<file path="src/rtl/hcsr04_responder.sv">
// Sensor-side HC-SR04 emulator: accepts a trigger pulse, waits out the burst
// delay, then answers with an echo whose width encodes distance_cm.
module hcsr04_responder #(
  parameter int unsigned TRIG_MIN_CYC = 500,
  parameter int unsigned ECHO_DELAY   = 10000,
  parameter int unsigned CYC_PER_CM   = 2900,
  parameter int unsigned MAX_CM       = 400,
  parameter int unsigned TIMEOUT_CYC  = 1900000,
  parameter int unsigned HOLDOFF_CYC  = 500000
) (
  input  logic       clk,
  input  logic       reset_n,
  input  logic       trigger,
  input  logic [8:0] distance_cm,
  output logic       echo,
  output logic       busy,
  output logic       trig_err,
  output logic       trig_ignored
);

  localparam int CW = 22;
  localparam logic [CW-1:0] ONE        = CW'(1);
  localparam logic [CW-1:0] CNT_MAX    = '1;
  localparam logic [CW-1:0] TRIG_MIN   = CW'(TRIG_MIN_CYC);
  localparam logic [CW-1:0] DELAY_LAST = CW'(ECHO_DELAY - 1);
  localparam logic [CW-1:0] HOLD_LAST  = CW'(HOLDOFF_CYC - 1);
  localparam logic [CW-1:0] TIMEOUT    = CW'(TIMEOUT_CYC);
  localparam logic [8:0]    MAX_D      = 9'(MAX_CM);

  typedef enum logic [2:0] {
    S_IDLE  = 3'd0,
    S_TRIG  = 3'd1,
    S_BURST = 3'd2,
    S_ECHO  = 3'd3,
    S_HOLD  = 3'd4
  } state_t;

  state_t          state, state_nx;
  logic [CW-1:0]   cnt, cnt_nx;
  logic [8:0]      dist_q;
  logic [CW-1:0]   echo_last;
  logic            latch_dist;
  logic            echo_nx, busy_nx, err_nx, ign_nx;

  // Two-flop synchronizer plus one delay stage for rising-edge detection
  logic trig_m, trig_s, trig_s_d, trig_rise;

  always_ff @(posedge clk or negedge reset_n) begin
    if (!reset_n) begin
      trig_m   <= 1'b0;
      trig_s   <= 1'b0;
      trig_s_d <= 1'b0;
    end else begin
      trig_m   <= trigger;
      trig_s   <= trig_m;
      trig_s_d <= trig_s;
    end
  end

  assign trig_rise = trig_s & ~trig_s_d;

  // Echo length from the latched distance; zero or beyond range reads as no target
  logic [CW-1:0] prod, len_calc;
  assign prod     = CW'(32'(dist_q) * CYC_PER_CM);
  assign len_calc = (dist_q == 9'd0 || dist_q > MAX_D) ? TIMEOUT : prod;

  always_ff @(posedge clk or negedge reset_n) begin
    if (!reset_n) begin
      state        <= S_IDLE;
      cnt          <= '0;
      dist_q       <= '0;
      echo_last    <= '0;
      echo         <= 1'b0;
      busy         <= 1'b0;
      trig_err     <= 1'b0;
      trig_ignored <= 1'b0;
    end else begin
      state        <= state_nx;
      cnt          <= cnt_nx;
      echo         <= echo_nx;
      busy         <= busy_nx;
      trig_err     <= err_nx;
      trig_ignored <= ign_nx;
      if (latch_dist)
        dist_q <= distance_cm;
      if (state == S_BURST && state_nx == S_ECHO)
        echo_last <= len_calc - ONE;
    end
  end

  // Next state: cnt is reloaded on every transition
  always_comb begin
    state_nx   = state;
    cnt_nx     = cnt;
    latch_dist = 1'b0;
    case (state)
      S_IDLE: begin
        if (trig_rise) begin
          state_nx = S_TRIG;
          cnt_nx   = ONE;
        end
      end
      S_TRIG: begin
        if (trig_s) begin
          if (cnt != CNT_MAX)
            cnt_nx = cnt + ONE;
        end else if (cnt >= TRIG_MIN) begin
          state_nx   = S_BURST;
          cnt_nx     = '0;
          latch_dist = 1'b1;
        end else begin
          state_nx = S_IDLE;
          cnt_nx   = '0;
        end
      end
      S_BURST: begin
        if (cnt == DELAY_LAST) begin
          state_nx = S_ECHO;
          cnt_nx   = '0;
        end else begin
          cnt_nx = cnt + ONE;
        end
      end
      S_ECHO: begin
        if (cnt == echo_last) begin
          state_nx = S_HOLD;
          cnt_nx   = '0;
        end else begin
          cnt_nx = cnt + ONE;
        end
      end
      S_HOLD: begin
        if (cnt == HOLD_LAST) begin
          state_nx = S_IDLE;
          cnt_nx   = '0;
        end else begin
          cnt_nx = cnt + ONE;
        end
      end
      default: begin
        state_nx = S_IDLE;
        cnt_nx   = '0;
      end
    endcase
  end

  // Outputs are registered from the next state so echo rises on the edge entering ECHO
  always_comb begin
    echo_nx = (state_nx == S_ECHO);
    busy_nx = (state_nx != S_IDLE);
    err_nx  = (state == S_TRIG) && !trig_s && (cnt < TRIG_MIN);
    ign_nx  = trig_rise &&
              (state == S_BURST || state == S_ECHO || state == S_HOLD);
  end

endmodule

</file>
<file path="config.mk">
export PLATFORM = sky130hd
export DESIGN_NAME = hcsr04_responder
export DESIGN_NICKNAME = d
export VERILOG_FILES = /design/src/rtl/hcsr04_responder.sv
export SDC_FILE = /design/constraint.sdc
export NUM_CORES = 1
export LEC_CHECK = 0
export CORE_MARGIN = 5
export CORE_UTILIZATION = 45
export DETAILED_ROUTE_END_ITERATION = 8
export GPL_ROUTABILITY_DRIVEN = 1
export HOLD_SLACK_MARGIN = 0.08
export SYNTH_ARGS = -nofsm -noshare
export SYNTH_HDL_FRONTEND = slang
export SYNTH_SLANG_ARGS = --single-unit
</file>
<file path="constraint.sdc">
create_clock -name clk -period 9.8 [get_ports clk]
set_input_delay 2.45 -clock clk [delete_from_list [all_inputs] [get_ports clk]]
set_output_delay 2.45 -clock clk [all_outputs]
set_load 0.02 [all_outputs]
</file>
==> key figures <==
Floorplanning
  – Top Ports: 16
  – Die Span X: 117 um
  – Initial core utilization: 45.7%
  – Core area: 11400 um^2
  – Die Height: 117 um
  – Core Rows: 39
  – Die area: 13800 um^2

Placed design
  – PortBufs: 15
  – Post-DP Area: 5460 um^2
  – Final RePlAce weighted congestion: about 0.98
  – DP HPWL: between 9 and 10 mm

Logic synthesis
  – Synth Area in Simple Gates: 18.4%
  – Syn. warnings: 0
  – Area share of the largest cell type after synthesis: 29.9%
  – Synthesized area: 5200 um^2
  – Largest cells by area after synthesis: dfrtp_1, ha_1, fa_1
  – Post-synth top cells: inv_1, dfrtp_1, nand2_1, ha_1, nor2_1
  – Flops & latches, synth: 62
  – Net Count, Synth: around 670
  – Mean post-synth cell area: between 8 and 9 um^2
  – Compound-cell area share of the yosys netlist: about 13%
  – Synth Flop Type: dfrtp_1
  – Count leader, synth: inv_1
  – Post-Syn Instances: 578
  – Async S/R FF share, synth: 100%
  – Synth unique cells: between 50 and 60
  – Post-synthesis mux area share: just under 2%
  – Xor/xnor share of the synthesized area: under 10%
  – Post-synth EDFFs: 0
  – Largest area contributor in the netlist: dfrtp_1
  – Largest family of logic cells by synthesized area: adder cells
  – Seq/Total Area, Yosys: 29.9%
  – Adder-cell share of the synthesized area: 21.7%

CTS
  – Resize count post-CTS: 0
  – Number of hold buffers added after CTS: 0
  – H-Tree Level Count: 3
  – CTS tree: done
  – Clock Latency Late Sink: 0.33 ns
  – Clk root buf: clkbuf_16
  – Setup bufs post-CTS: 0
  – Cts bufs inserted: 9
  – Clock Path Buffers: 2
  – Clock sinks: 62
  – Clock Pin Slew Worst Setup and Hold Paths: about 0.060 ns

Finish
  – Share of layout cells above drive strength 1: under 10%
  – Ant diodes: 0
  – Final Cell Area: 5800 um^2
  – Layout area overhead: 11.7%
  – Layout Nets: 674

Setup path
  – Worst Reg-to-Reg Cells: 17
  – Critical setup path kind: flop to flop
  – Worst Path Max Fanout: 5
  – Crit end category: flop
  – Worst Path Required: about 10 ns
  – CP startpoint kind: flop
  – CP Data Arrival Time: about 5.3 ns

Detailed routing
  – Routed WL per cell: 16.2 um
  – Final WL: between 10 and 15 mm
  – Detailed-route DRC error count: 0
  – Total number of vias: 4019
  – Detailed Route Iter0 Violations: 224
  – Antenna Nets Post-Route: 0
  – Drt pass-1 iters: 4
  – Vias per cell: 5.48

Timing
  – Unrepaired setup endpoints after global routing: no
  – Tmin final: 5.10 ns
  – Tcrit/Tclk final: 52.0%
  – Setup TNS: 0 ns
  – Worst clock skew: around 0.011 ns
  – Pins Over Slew Limit: 0
  – Slew @ Worst Pin: 0.789 ns
  – Final Hold Fails: 0
  – Slew headroom: 47.4%
  – Max Clock Freq: 196 MHz
  – Final setup viols: 0

Run
  – Max-cap viol count: 0

GRT
  – Vias in the first global route: between 4k and 5k
  – Initial antenna violation count: 0
  – Grt ovf: 0
  – First-pass GRT wire length: ~20 mm
  – Pin count of the biggest net entering global routing: 63
  – Total track usage: 17.8%

Pwr
  – Pwr Density: 202 nW/um^2
  – Peak supply drop: 111 uV
  – Leakage power: 2.88 nW

Worst hold path
  – WHS Path Cells: 0
  – Min-delay worst type: flop to flop

Run status
  – Status: complete, no violations
-- cells in the final DEF (no fill, tap or decap), types with 3 or more instances in the layout --
| cell | count |
|---|---|
| clkbuf_16 | 9 |
| a211oi_1 | 4 |
| o21ai_0 | 31 |
| clkbuf_8 | 3 |
| nand3_1 | 16 |
| nand2b_1 | 11 |
| a21o_1 | 7 |
| nor2_1 | 39 |
| nor3_1 | 10 |
| and2_1 | 7 |
| xnor2_1 | 17 |
| ha_1 | 55 |
| o211ai_1 | 4 |
| dfrtp_1 | 62 |
| nor2b_1 | 3 |
| clkdlybuf4s50_1 | 14 |
| mux2_2 | 9 |
| nand4_1 | 8 |
| and3_1 | 8 |
| a21oi_1 | 12 |
| buf_4 | 3 |
| fa_1 | 22 |
| inv_1 | 66 |
| a31oi_1 | 9 |
| o31ai_1 | 8 |
| nand2_1 | 61 |
| or3_1 | 3 |
| nor4_1 | 11 |
| xor2_1 | 36 |
-- report_power, final --
part,switching [mW],internal (mW)
logic,0.318,0.226
registers,0.00820,0.261
clock network,0.117,0.244
total,0.443,0.731
-- final timing paths --
check	from	endpoint	slack, ns
max in group asynchronous	reset_n	echo_last[14]	6.99
min in group asynchronous	reset_n	cnt[8]	2.29
setup / recovery	dist_q[3]	echo_last[20]	4.70
setup reg to reg	dist_q[3]	echo_last[20]	4.70
hold / removal	trig_m	trig_s	0.35
hold reg to reg	trig_m	trig_s	0.35
-- layer usage --
layer / vias to the layer above / GRT usage (%) / share of wire (%)
li1: 1995 / - / -
met1: 1934 / 21.6 / 43
met2: 64 / 30.7 / 51
met3: 26 / 3.46 / 2.8
met4: 0 / 7.38 / 3.0
met5: - / 0 / 0
-- kinds of logic (layout without fill, tap and decap cells) --
kind of cell             count (synthesis)  in the layout
XOR/XNOR                                53             53
buffers and inverters                   88            100
multiplexers                             9              9
AO/OA/AOI/OAI                           97             97
AND/OR/NAND/NOR                        192            192
flip-flops                              62             62
adder cells (fa/ha/maj)                 77             77
-- worst max-delay path: stages, from the launching register on --
cell and delay [ns]:
dfrtp_1 0.43, ha_1 0.37, inv_1 0.07, fa_1 0.48, inv_1 0.06, fa_1 0.53, inv_1 0.05, fa_1 0.52
inv_1 0.04, ha_1 0.35, a21o_1 0.21, a221oi_4 0.37, xnor2_1 0.15, or3b_4 0.43, nor2_1 0.22, nand4_1 0.20
o211a_1 0.28, o31ai_1 0.21
-- state kept, by name, summed over array words and instances, names as in the netlist --
| register | flops |
|---|---|
| echo | 1 |
| echo_last | 21 |
| dist_q | 9 |
| trig_m | 1 |
| trig_ignored | 1 |
| trig_s_d | 1 |
| trig_s | 1 |
| trig_err | 1 |
| busy | 1 |
| cnt | 22 |
| state | 3 |
-- metrics by stage --
stage	power [mW]	hold slack (ns)	worst slack [ns]	utilization, %	instances
6_report	1.17	0.351	4.70	51.0	733
5_1_grt	1.26	0.361	4.34	51.0	733
4_1_cts	1.18	0.354	4.68	51.0	733
3_5_place_dp	0.814	0.342	4.70	48.0	717
3_3_place_gp	0.798	0.333	4.80	48.0	717
2_1_floorplan	0.701	0.331	4.97	-	578
-- layout make-up --
cell class,count,area [um^2]
flip-flops and latches,62,1550
clock inverters,4,76.3
well taps,143,179
repair buffers,18,168
inverters,66,248
clock buffers,12,267
multi-input cells,428,3310
fillers,1044,5570
Note: power is estimated with default switching activity, not from simulation.
